<file path="config.mk">
export PLATFORM = sky130hd
export DESIGN_NAME = seq_lock_ctrl
export DESIGN_NICKNAME = d
export VERILOG_FILES = /design/src/rtl/seq_lock_pkg.sv /design/src/rtl/seq_lock_ctrl_lfsr.sv /design/src/rtl/seq_lock_ctrl.sv
export SDC_FILE = /design/constraint.sdc
export NUM_CORES = 1
export LEC_CHECK = 0
export BUFFER_PORTS_ARGS = -buffer_cell sky130_fd_sc_hd__clkbuf_2
export CAP_MARGIN = 5
export CORE_UTILIZATION = 30
export CTS_BUF_LIST = sky130_fd_sc_hd__clkbuf_4 sky130_fd_sc_hd__clkbuf_8
export DETAILED_ROUTE_END_ITERATION = 10
export PLACE_DENSITY = 0.48
export SLEW_MARGIN = 20
export SYNTH_ARGS = -nofsm -noshare
export SYNTH_HDL_FRONTEND = slang
export SYNTH_SLANG_ARGS = --single-unit
</file>
<file path="constraint.sdc">
create_clock -name clk -period 2.8 [get_ports clk]
set_input_delay 0.14 -clock clk [delete_from_list [all_inputs] [get_ports clk]]
set_output_delay 0.14 -clock clk [all_outputs]
set_load 0.05 [all_outputs]
</file>
<file path="src/rtl/seq_lock_pkg.sv">
// Shared types and helpers for the sequentially-locked controller:
// FSM state encoding, LFSR tap table and key-word extraction.
package seq_lock_pkg;

    typedef enum logic [1:0] {
        AUTH = 2'd0,
        FUNC = 2'd1,
        TRAP = 2'd2
    } state_t;

    localparam int MAX_KEY_BITS = 256;
    localparam int MAX_WORD_W   = 32;

    // Maximal-length Fibonacci taps, bit i set means stage i+1 feeds back.
    function automatic logic [31:0] lfsr_taps(input int w);
        case (w)
            2:       return 32'h0000_0003;
            3:       return 32'h0000_0006;
            4:       return 32'h0000_000C;
            5:       return 32'h0000_0014;
            6:       return 32'h0000_0030;
            7:       return 32'h0000_0060;
            8:       return 32'h0000_00B8;
            9:       return 32'h0000_0110;
            10:      return 32'h0000_0240;
            11:      return 32'h0000_0500;
            12:      return 32'h0000_0829;
            13:      return 32'h0000_100D;
            14:      return 32'h0000_2015;
            15:      return 32'h0000_6000;
            16:      return 32'h0000_D008;
            default: return 32'h0000_0060;
        endcase
    endfunction

    // Word idx of a packed key; word 0 sits in the LSBs.
    function automatic logic [MAX_WORD_W-1:0] key_word(input logic [MAX_KEY_BITS-1:0] seq,
                                                       input int idx, input int w);
        logic [MAX_KEY_BITS-1:0] sh;
        sh = seq >> (idx * w);
        return sh[MAX_WORD_W-1:0] & ((MAX_WORD_W'(1) << w) - MAX_WORD_W'(1));
    endfunction

endpackage

</file>
<file path="src/rtl/seq_lock_ctrl_lfsr.sv">
// Fibonacci LFSR used to corrupt the outputs once the controller has trapped.
module lock_lfsr
    import seq_lock_pkg::*;
#(
    parameter int           W    = 7,
    parameter logic [W-1:0] SEED = W'(1)
) (
    input  logic         clk,
    input  logic         reset,
    input  logic         en,
    output logic [W-1:0] q
);

    localparam logic [W-1:0] TAPS = W'(lfsr_taps(W));

    logic fb;
    assign fb = ^(q & TAPS);

    always_ff @(posedge clk or posedge reset) begin
        if (reset) begin
            q <= SEED;
        end else if (en) begin
            q <= {q[W-2:0], fb};
        end
    end

endmodule

</file>
<file path="src/rtl/seq_lock_ctrl.sv">
// Key-locked counter controller: a KEY_LEN-word key unlocks the counter core,
// any wrong word traps it and XORs an LFSR stream onto the outputs until reset.
module seq_lock_ctrl
    import seq_lock_pkg::*;
#(
    parameter int                      IN_W      = 7,
    parameter int                      OUT_W     = 7,
    parameter int                      ST_W      = 6,
    parameter int                      KEY_LEN   = 4,
    parameter logic [KEY_LEN*IN_W-1:0] KEY_SEQ   = {7'h4C, 7'h33, 7'h2A, 7'h15},
    parameter logic [OUT_W-1:0]        LFSR_SEED = OUT_W'(1)
) (
    input  logic             clk,
    input  logic             reset,
    input  logic [IN_W-1:0]  in_bus,
    output logic [OUT_W-1:0] out_bus,
    output logic             unlocked,
    output logic             trapped
);

    localparam int                 IDX_W    = (KEY_LEN > 1) ? $clog2(KEY_LEN) : 1;
    localparam logic [IDX_W-1:0]   LAST_IDX = IDX_W'(KEY_LEN - 1);
    localparam logic [MAX_KEY_BITS-1:0] KEY_EXT = MAX_KEY_BITS'(KEY_SEQ);

    state_t            state, state_next;
    logic [IDX_W-1:0]  key_idx, key_idx_next;
    logic [ST_W-1:0]   cnt, cnt_next;
    logic [OUT_W-1:0]  out_next;
    logic [OUT_W-1:0]  lfsr_q;
    logic [IN_W-1:0]   expected_word;
    logic              clr, en, tc;

    assign clr = in_bus[1];
    assign en  = in_bus[0];
    assign tc  = (cnt == '1) && en;

    assign expected_word = IN_W'(key_word(KEY_EXT, int'(key_idx), IN_W));

    lock_lfsr #(
        .W    (OUT_W),
        .SEED (LFSR_SEED)
    ) u_lfsr (
        .clk   (clk),
        .reset (reset),
        .en    (state == TRAP),
        .q     (lfsr_q)
    );

    always_comb begin
        // NOTE: every variable gets a default first, so no branch can infer a latch.
        state_next   = state;
        key_idx_next = key_idx;
        cnt_next     = cnt;
        out_next     = '0;

        case (state)
            AUTH: begin
                cnt_next = '0;
                if (in_bus == expected_word) begin
                    if (key_idx == LAST_IDX) begin
                        state_next = FUNC;
                    end else begin
                        key_idx_next = key_idx + 1'b1;
                    end
                end else begin
                    state_next = TRAP;
                end
            end
            FUNC, TRAP: begin
                if (clr) begin
                    cnt_next = '0;
                end else if (en) begin
                    cnt_next = cnt + 1'b1;
                end
                out_next = OUT_W'({tc, cnt});
                if (state == TRAP) begin
                    out_next = out_next ^ lfsr_q;
                end
            end
            default: state_next = AUTH;
        endcase
    end

    always_ff @(posedge clk or posedge reset) begin
        // NOTE: non-blocking so every flop samples the pre-edge values together.
        if (reset) begin
            state   <= AUTH;
            key_idx <= '0;
            cnt     <= '0;
            out_bus <= '0;
        end else begin
            state   <= state_next;
            key_idx <= key_idx_next;
            cnt     <= cnt_next;
            out_bus <= out_next;
        end
    end

    assign unlocked = (state == FUNC);
    assign trapped  = (state == TRAP);

endmodule

</file>
* After elaboration in Yosys (flattened, before gate mapping) *
Cells that the tools add are included.

word-level totals
  RAM bits = 0
  memories = 0
  register bits after elaboration = 24
  bits in latches = 0
  bits of input ports = 9
  logic and storage cells = 35
  output and inout bits = 9
  ROM bits = 0

operators by class
  divide/modulo/power cells = 0
  order comparisons = 0
  $add $sub $neg = 2
  mux-type cells = 8
  shift-type cells = 1
  multipliers = 1
  bitwise logic cells = 3
  reduce and logical (&&, ||, !) cells = 8
  equal/unequal tests = 7

operator list
  kind                                                                    count
  28-bit by 5-bit right shift with 7-bit output (first input constant)    1
  7-bit 2-to-1 mux                                                        2
  6-bit 2-to-1 mux                                                        2
  6-bit case mux with 2 select lines                                      1
  7-bit equality test                                                     1
  7-bit parity                                                            1
  7-bit bitwise XOR                                                       1
  6-bit by 1-bit adder with 6-bit output (second input constant)          1
  6-bit equality test (second input constant)                             1
  3-bit inequality test (second input constant)                           2
  2-bit by 3-bit multiplier with 5-bit output (second input constant)     1
  2-bit equality test (second input constant)                             2
  2-bit 2-to-1 mux                                                        2
  2-bit case mux with 2 select lines                                      1
  2-bit AND reduction                                                     2
  3-bit AND reduction                                                     1
  2-bit by 1-bit adder with 2-bit output (second input constant)          1
  2-bit by 1-bit equality test with 1-bit output (second input constant)  1
  2-bit zero test                                                         1
  1-bit NOT                                                               2
  2-bit nonzero test                                                      1
  2-bit OR reduction                                                      1
  1-bit logical AND                                                       1

* Longest topological paths before layout *
Gate-level depths: netlist of the first run.

  depth after elaboration = 5
  gate-level depth with buffers = 7
  depth with buffers taken out = 6

* Modules after synthesis *
From an unflattened synthesis of the first run, not the netlist that was laid out.

unflattened totals
  cells, all modules = 114
  area, all modules = 1246.2 um2

modules (own cells, without submodules)
  module         seq. area each (um2)  cells each  times used  area an instance (um2)
  seq_lock_ctrl  425.4                 96          1           947.2
  lock_lfsr      176.4                 18          1           299.0

* Worst setup path before layout of the first run *
Ideal clock, no wire load.

  path type = reg-to-reg
  start point = reg key_idx[0]
  end point = reg key_idx[1]
  data required time = 2675 ps
  path buffers = 0
  arrival time = 1803 ps
  period minus slack after synthesis = 1928 ps
  stages on the path, launching flop included = 7
  path slack = 872 ps
  library setup time = 125 ps
  cell sequence = dfrtp_1 inv_1 ha_1 or3b_1 a22oi_2 nand4_2 mux2_4

on the way
  word-level cells in the longest chain between the ends = 4
  elaborated cells between the ends (all ways) = 7
  classes of those cells = 1 x add/sub; 1 x mul; 2 x eq/ne; 1 x shift; 1 x bitwise; 1 x reduce/logical

ends and longest elaborated chain
  what                                           line                 text
  start: declaration                             seq_lock_ctrl.sv:26  logic [IDX_W-1:0] key_idx, key_idx_next;
  start signal: assignment                       seq_lock_ctrl.sv:93  key_idx <= key_idx_next;
  2-bit by 3-bit multiplier with 5-bit output    seq_lock_pkg.sv:40   sh = seq >> (idx * w);
  28-bit by 5-bit right shift with 7-bit output  seq_lock_pkg.sv:40
  7-bit equality test                            seq_lock_ctrl.sv:59  if (in_bus == expected_word) begin
  3-bit AND reduction (no line)                  -

Parallel ways exist; a longest one is shown, timed or not.
A chain may end at the register's enable or synchronous reset.

* Worst setup path after layout of the first run *
Ends and elaborated chain as after synthesis.

==> impl_results.md, run 1 <==
- DR vias/cell: approximately 4.7
- Synth area leaders: dfrtp_1, ha_1, xor2_1
- Worst hold path type: in -> async
- First-pass DRT Iterations: 4
- Kind of critical path: reg -> reg
- M2 GR Usage: 0.198
- CTS tree: yes
- Worst Path Arrival: roughly 2200 ps
- Filler cells: 393
- GPL Wtd Cong: between 0.7 and 0.8
- Clock slew at reported path FFs: 90 ps
- Normalized max-slew margin: 0.383
- Peak Freq: 487 MHz
- Power per standard cell area: between 400 and 500 nW/um^2
- Num CTS Buffers: 3
- Placed insts: about 190
- GR Util met1: 0.164
- Cell Int Power: approximately 480 uW
- Max Cap Viol: 0
- Syn nets: ~140
- Clock Latency Late Sink: around 260 ps
- Fin. Hold Viols: 0
- Area share of the largest cell type after synthesis: 0.470
- Routed vias: 893
- Synth top cells by count: dfrtp_1, nor2_1, nand2_1, o21ai_0, inv_1
- Min cycle time layout: slightly above 2000 ps
- Core area: roughly 3800 sq um
- # rows: 22
- Sequential Power Share: 0.571
- EDFF count, synth: 0
- Fin crit share: 0.733
- Ys Warns: 0
- Post-layout util: 0.371
- H-tree depth: 1
- DR iter-0 viols: 32
- Antenna violations before repair: 0
- CP startpoint kind: flop
- Final setup viols: 0
- Clk sinks: 24
- Ports: 18
- Synth unique cells: 29
- Worst-margin pin slew: roughly 900 ps
- Ys flop type: dfrtp_1
- CTS Buffer Depth: 2
- Synth Cell Area: roughly 1200 sq um
- Die Area: 4340 sq um
- Die extent in x: 65.9 um
- Sequential cell area fraction in the yosys report: 0.491
- Power share of the clock group: 0.353
- First-pass GRT wire length: just over 4000 um
- Grt peak-use layer: met2
- Vias in the first global route: ~880
- Post-CTS sizing: 0
- Post-route ant nets: 0
- Post CTS Setup Buffer Count: 0
- Peak supply drop: ~170 uV
- Leading area contributor after synthesis: dfrtp_1
- Register area: roughly 600 sq um
- Critical Path Fanout Max: 4
- Post-synthesis sequential element count: 24
- Hold Buf Count CTS: 0
- Ant diodes: 0
- Syn_area_per_cell: ~9.8 sq um
- Fin cells: ~190
- Pins over their slew limit: 0
- Tot GR Track Use: 0.124
- Initial Util: 0.322
- Post-DP HPWL: 1660 um
- Setup ws final: approximately 750 ps
- Layout area overhead: 14.9%
- Setup TNS Final: 0 ps
- Met3 usage: 0.0241
- Routed wire per std cell: 11.7 um
- Synth Instances: between 100 and 150
- RSZ-0062 raised after global routing: false
- Final Skew: ~7.6 ps
- Combinational Power Share: 0.076
- P_sw: approximately 150 uW
- Detailed Route WL: between 2000 and 2500 um
- Status: finished, final reports clean
- Area of the multi-input gates: 567 sq um
- Share of cells above drive strength 1: 0.182
- # DRC: 0
- Post-Place Setup Slack: 745 ps
- I/O Buffers: 17
- Async set-reset flop share out of synthesis: 1.00
- Layout Nets: 160
- Required time of the critical path: about 3000 ps
- Largest net degree at the start of global routing: 25
- CP endpoint kind: flop
- Clock root buffer: clkbuf_8
- Grt ovf: 0
- Count leader, synth: dfrtp_1
- Switching power share of the total: 0.237
- Leakage: between 0.0006 and 0.0007 uW
- Hold Slack: roughly 45 ps
- Die height: ~66 um
final timing paths:
| path | start | cells after the start | slack (ps) | to |
|---|---|---|---|---|
| setup / recovery | key_idx[0]$_DFFE_PP0P_ | 6 | 750 | key_idx[1]$_DFFE_PP0P_ |
| hold / removal | reset | 2 | 40 | out_bus[1]$_DFF_PP0_ |
| setup reg to reg | key_idx[0]$_DFFE_PP0P_ | 6 | 750 | key_idx[1]$_DFFE_PP0P_ |
| hold reg to reg | u_lfsr.q[0]$_DFFE_PP1P_ | 2 | 510 | u_lfsr.q[0]$_DFFE_PP1P_ |
| max in group asynchronous | reset | 2 | 2180 | out_bus[4]$_DFF_PP0_ |
| min in group clk | in_bus[0] | 3 | 280 | cnt[2]$_DFFE_PP0P_ |
metal layers:
layer	part of all wire	up-vias	routed length [um]
li1	-	452	-
met1	0.50	428	1110
met2	0.46	11	1030
met3	0.031	2	69
met4	0.0081	0	18
met5	0	-	0
state kept, by name, indices dropped and copies added (netlist names):
register / cells
out_bus: 7
u_lfsr.q: 7
state: 2
key_idx: 2
cnt: 6
worst max-delay path, cell delays in order (launching register included):
cell and delay (ps):
dfrtp_1 420, inv_1 80, ha_1 330, or3b_1 380, a22oi_2 250, nand4_2 160, mux2_4 330
stage by stage:
stage | power [uW] | area (sq um)
2_1_floorplan | 398 | 1220
3_3_place_gp | 413 | 1360
3_5_place_dp | 414 | 1360
4_1_cts | 636 | 1410
5_1_grt | 662 | 1410
6_report | 628 | 1410
cells in the final DEF, fill, tap and decap left out, types with 2 or more instances in the layout:
cell       n
nor2_1    13
nand2_1   12
o21ai_0   12
clkbuf_8   3
inv_1     11
ha_1       7
xor2_1     9
xnor2_1    4
clkbuf_2  17
dfrtp_1   23
and3_1     2
a21oi_1    7
o31ai_1    4
nand4_1    3
logic make-up after synthesis:
group	count (synthesis)	share of synthesized area
adders and majority gates	7	0.0715
buffers and inverters	15	0.0460
xor gates and xnor gates	13	0.0930
and+or+nand+nor	37	0.145
AOI/OAI and AO/OA	27	0.133
muxes	2	0.0204
DFF	24	0.491
cell type report:
class	count	area share
sequential	24	0.428
multi-input combinational	86	0.403
timing repair buffer	17	0.0604
tap	48	0.0427
clock buffer	4	0.0347
inverter	12	0.0320
power groups by stage:
stage                     logic [uW]  clock network [uW]  registers (uW)
after floorplan                 24.2                   0             374
final                           47.9                 222             358
after detailed placement        49.0                   0             365
after global routing            54.5                 248             360
after global placement          48.8                   0             365
after CTS                       49.0                 229             358
(Power assumes the default switching activity.)
==> run 2: changes to the inputs <==
--- a/config.mk
+++ b/config.mk
@@ -10,7 +10,7 @@
 export CORE_UTILIZATION = 30
 export CTS_BUF_LIST = sky130_fd_sc_hd__clkbuf_4 sky130_fd_sc_hd__clkbuf_8
 export DETAILED_ROUTE_END_ITERATION = 10
-export PLACE_DENSITY = 0.48
+export PLACE_DENSITY = 0.5
 export SLEW_MARGIN = 20
 export SYNTH_ARGS = -nofsm -noshare
 export SYNTH_HDL_FRONTEND = slang
==> constraint.sdc (replaced) <==
create_clock -name clk -period 1.7 [get_ports clk]
set_input_delay 0.085 -clock clk [delete_from_list [all_inputs] [get_ports clk]]
set_output_delay 0.085 -clock clk [all_outputs]
set_load 0.05 [all_outputs]
==> run 2 against run 1 <==
Effect of this change:
- the flow now finishes with violations (setup timing)
- clock skew shrank 2.8 ps
- total power grew 68%
- highest routed layer unchanged
- setup slack lost 890 ps
- count of clock-buffer cells in the layout is the same
- first-iteration DRC count shrank 50%
- sequential power grew 65%
- largest cell class unchanged
- register-to-register slack lost 890 ps
- critical path depth is the same
==> impl_results.md, run 2 (same netlist as run 1, synthesis figures left out) <==
- Status: finished with violations
- Failing checks: setup timing
- Final Instance Area: 1550 sq um
- Ports: 18
- Die extent in x: roughly 66 um
- I/O Buffers: 17
- Area of the multi-input gates: about 590 sq um
- Cell Area, Placed: 1470 sq um
- Post-DP HPWL: between 1500 and 2000 um
- Peak Freq: roughly 540 MHz
- Die Area: 4340 sq um
- Slowest CP cell: dfrtp_1
- Required time of the critical path: approximately 1900 ps
- Clk sinks: 24
- Initial Util: 0.322
- Layout Nets: roughly 180
- Crit-path leading delay family: simple AND/OR/NAND/NOR gates
- Die height: about 66 um
- Final Skew: approximately 4.8 ps
- RSZ-0062 raised after global routing: true
- Critical Path Max Stage Delay: roughly 420 ps
- Max Cap Viol: 0
- Detailed Route WL: roughly 2300 um
- Power per standard cell area: approximately 680 nW/um^2
- Vias in the first global route: slightly below 1000
- Worst path cell trace: inv_2 > ha_4 > or3b_4 > a22oi_2 > nand4_2 > mux2_4
- Fin cells: between 200 and 250
- Filler cells: just under 400
- Leakage: slightly below 0.0008 uW
- CTS tree: yes
- Placed insts: 200
- Peak supply drop: about 260 uV
- First-pass GRT wire length: around 4000 um
- Buf/Inv on CP: 1
- Share of cells above drive strength 1: 0.285
- Worst Path Arrival: ~2000 ps
- Commonest non-fill, non-tap cell in the layout: dfrtp_1
- Fin. Hold Viols: 0
- GPL Wtd Cong: about 0.74
- Ant diodes: 0
- Clock slew at reported path FFs: about 80 ps
- Min cycle time layout: between 1500 and 2000 ps
- Core area: 3800 sq um
- Post-layout util: 0.409
- Post-route ant nets: 0
- # DRC: 0
- Layout area overhead: 26.8%
- Grt ovf: 0
- H-tree depth: 1
- CTS Buffer Depth: 2
- Register area: 602 sq um
- First-pass DRT Iterations: 4
- Normalized max-slew margin: 0.765
- Critical Path Fanout Max: 3
- CP startpoint kind: flop
- Clock Latency Late Sink: between 200 and 300 ps
- # rows: 22
- CP endpoint kind: flop
- DR vias/cell: 4.60
- Tot GR Track Use: 0.122
- Largest regs: out_bus: 7 flops, u_lfsr.q: 7 flops, cnt: 6 flops
- Largest net degree at the start of global routing: 25
- Pins over their slew limit: 0
- Routed wire per std cell: 11.3 um
- Worst hold path type: in -> reg
- Commonest non-fill, non-tap cells in the layout: dfrtp_1, clkbuf_2, nor2_1, buf_4
- Fin crit share: 1.08
- Clock root buffer: clkbuf_8
- Setup ws final: -138 ps
- Final setup viols: 4
- DR iter-0 viols: 16
- Num CTS Buffers: 3
- Setup TNS Final: -306 ps
- Worst-margin pin slew: ~350 ps
- Antenna violations before repair: 0
- Kind of critical path: reg -> reg
- Routed vias: roughly 950
==> run 2: changes by cell type in the layout (fill, tap and decap cells not counted), sizes merged <==
| cell | previous run | this run |
|---|---|---|
| dlygate4sd3 | 0 | 1 |
| buf | 0 | 14 |
==> run 2: worst paths after layout <==
kind	from	end	slack, ps	depth (start not counted)
setup / recovery	key_idx[1]$_DFFE_PP0P_	key_idx[1]$_DFFE_PP0P_	-140	6
hold / removal	in_bus[0]	cnt[3]$_DFFE_PP0P_	250	4
setup reg to reg	key_idx[1]$_DFFE_PP0P_	key_idx[1]$_DFFE_PP0P_	-140	6
hold reg to reg	u_lfsr.q[0]$_DFFE_PP1P_	u_lfsr.q[0]$_DFFE_PP1P_	520	2
max in group asynchronous	reset	u_lfsr.q[0]$_DFFE_PP1P_	1030	4
min in group asynchronous	reset	out_bus[0]$_DFF_PP0_	390	4
==> run 2: layer usage <==
layer,up-vias,GRT usage,part of all wire
met4,0,0.0571,0.012
met3,2,0.0207,0.032
met1,441,0.151,0.48
met5,-,0,0
met2,16,0.204,0.48
li1,489,-,-
==> run 2: stage by stage <==
| step | setup WS (ps) | hold slack, ps | total power [uW] |
|---|---|---|---|
| finish | -138 | 248 | 1060 |
| CTS | -143 | 240 | 1080 |
| floorplan | -117 | 98.9 | 656 |
| detailed placement | -152 | 134 | 689 |
| global route | -191 | 266 | 1110 |
| global placement | -93.7 | 126 | 687 |
==> run 2: worst register-to-register path, cell delays in order (launching register included) <==
cell and delay (ps):
dfrtp_1 420, inv_2 90, ha_4 200, or3b_4 370, a22oi_2 200, nand4_2 140
mux2_4 320
==> run 2: timing repair <==
action	CTS	global route
pin swaps	2	0
hold endpoints to repair	23	0
hold buffers	1	0
setup endpoints to repair	3	4
buffers inserted	1	0
gates resized for setup	2	1
==> run 2: report_power, final <==
| group | total [uW] | switching (uW) | internal (uW) |
|---|---|---|---|
| clock | 375 | 169 | 206 |
| sequential | 589 | 9.29 | 580 |
| combinational | 91.1 | 56.1 | 34.9 |
==> run 2: cell type report <==
cell class | count | area share
Multi-Input combinational cell | 86 | 0.378
Timing Repair Buffer | 32 | 0.131
Sequential cell | 24 | 0.388
Tap cell | 48 | 0.0387
Inverter | 12 | 0.0290
Clock buffer | 4 | 0.0355
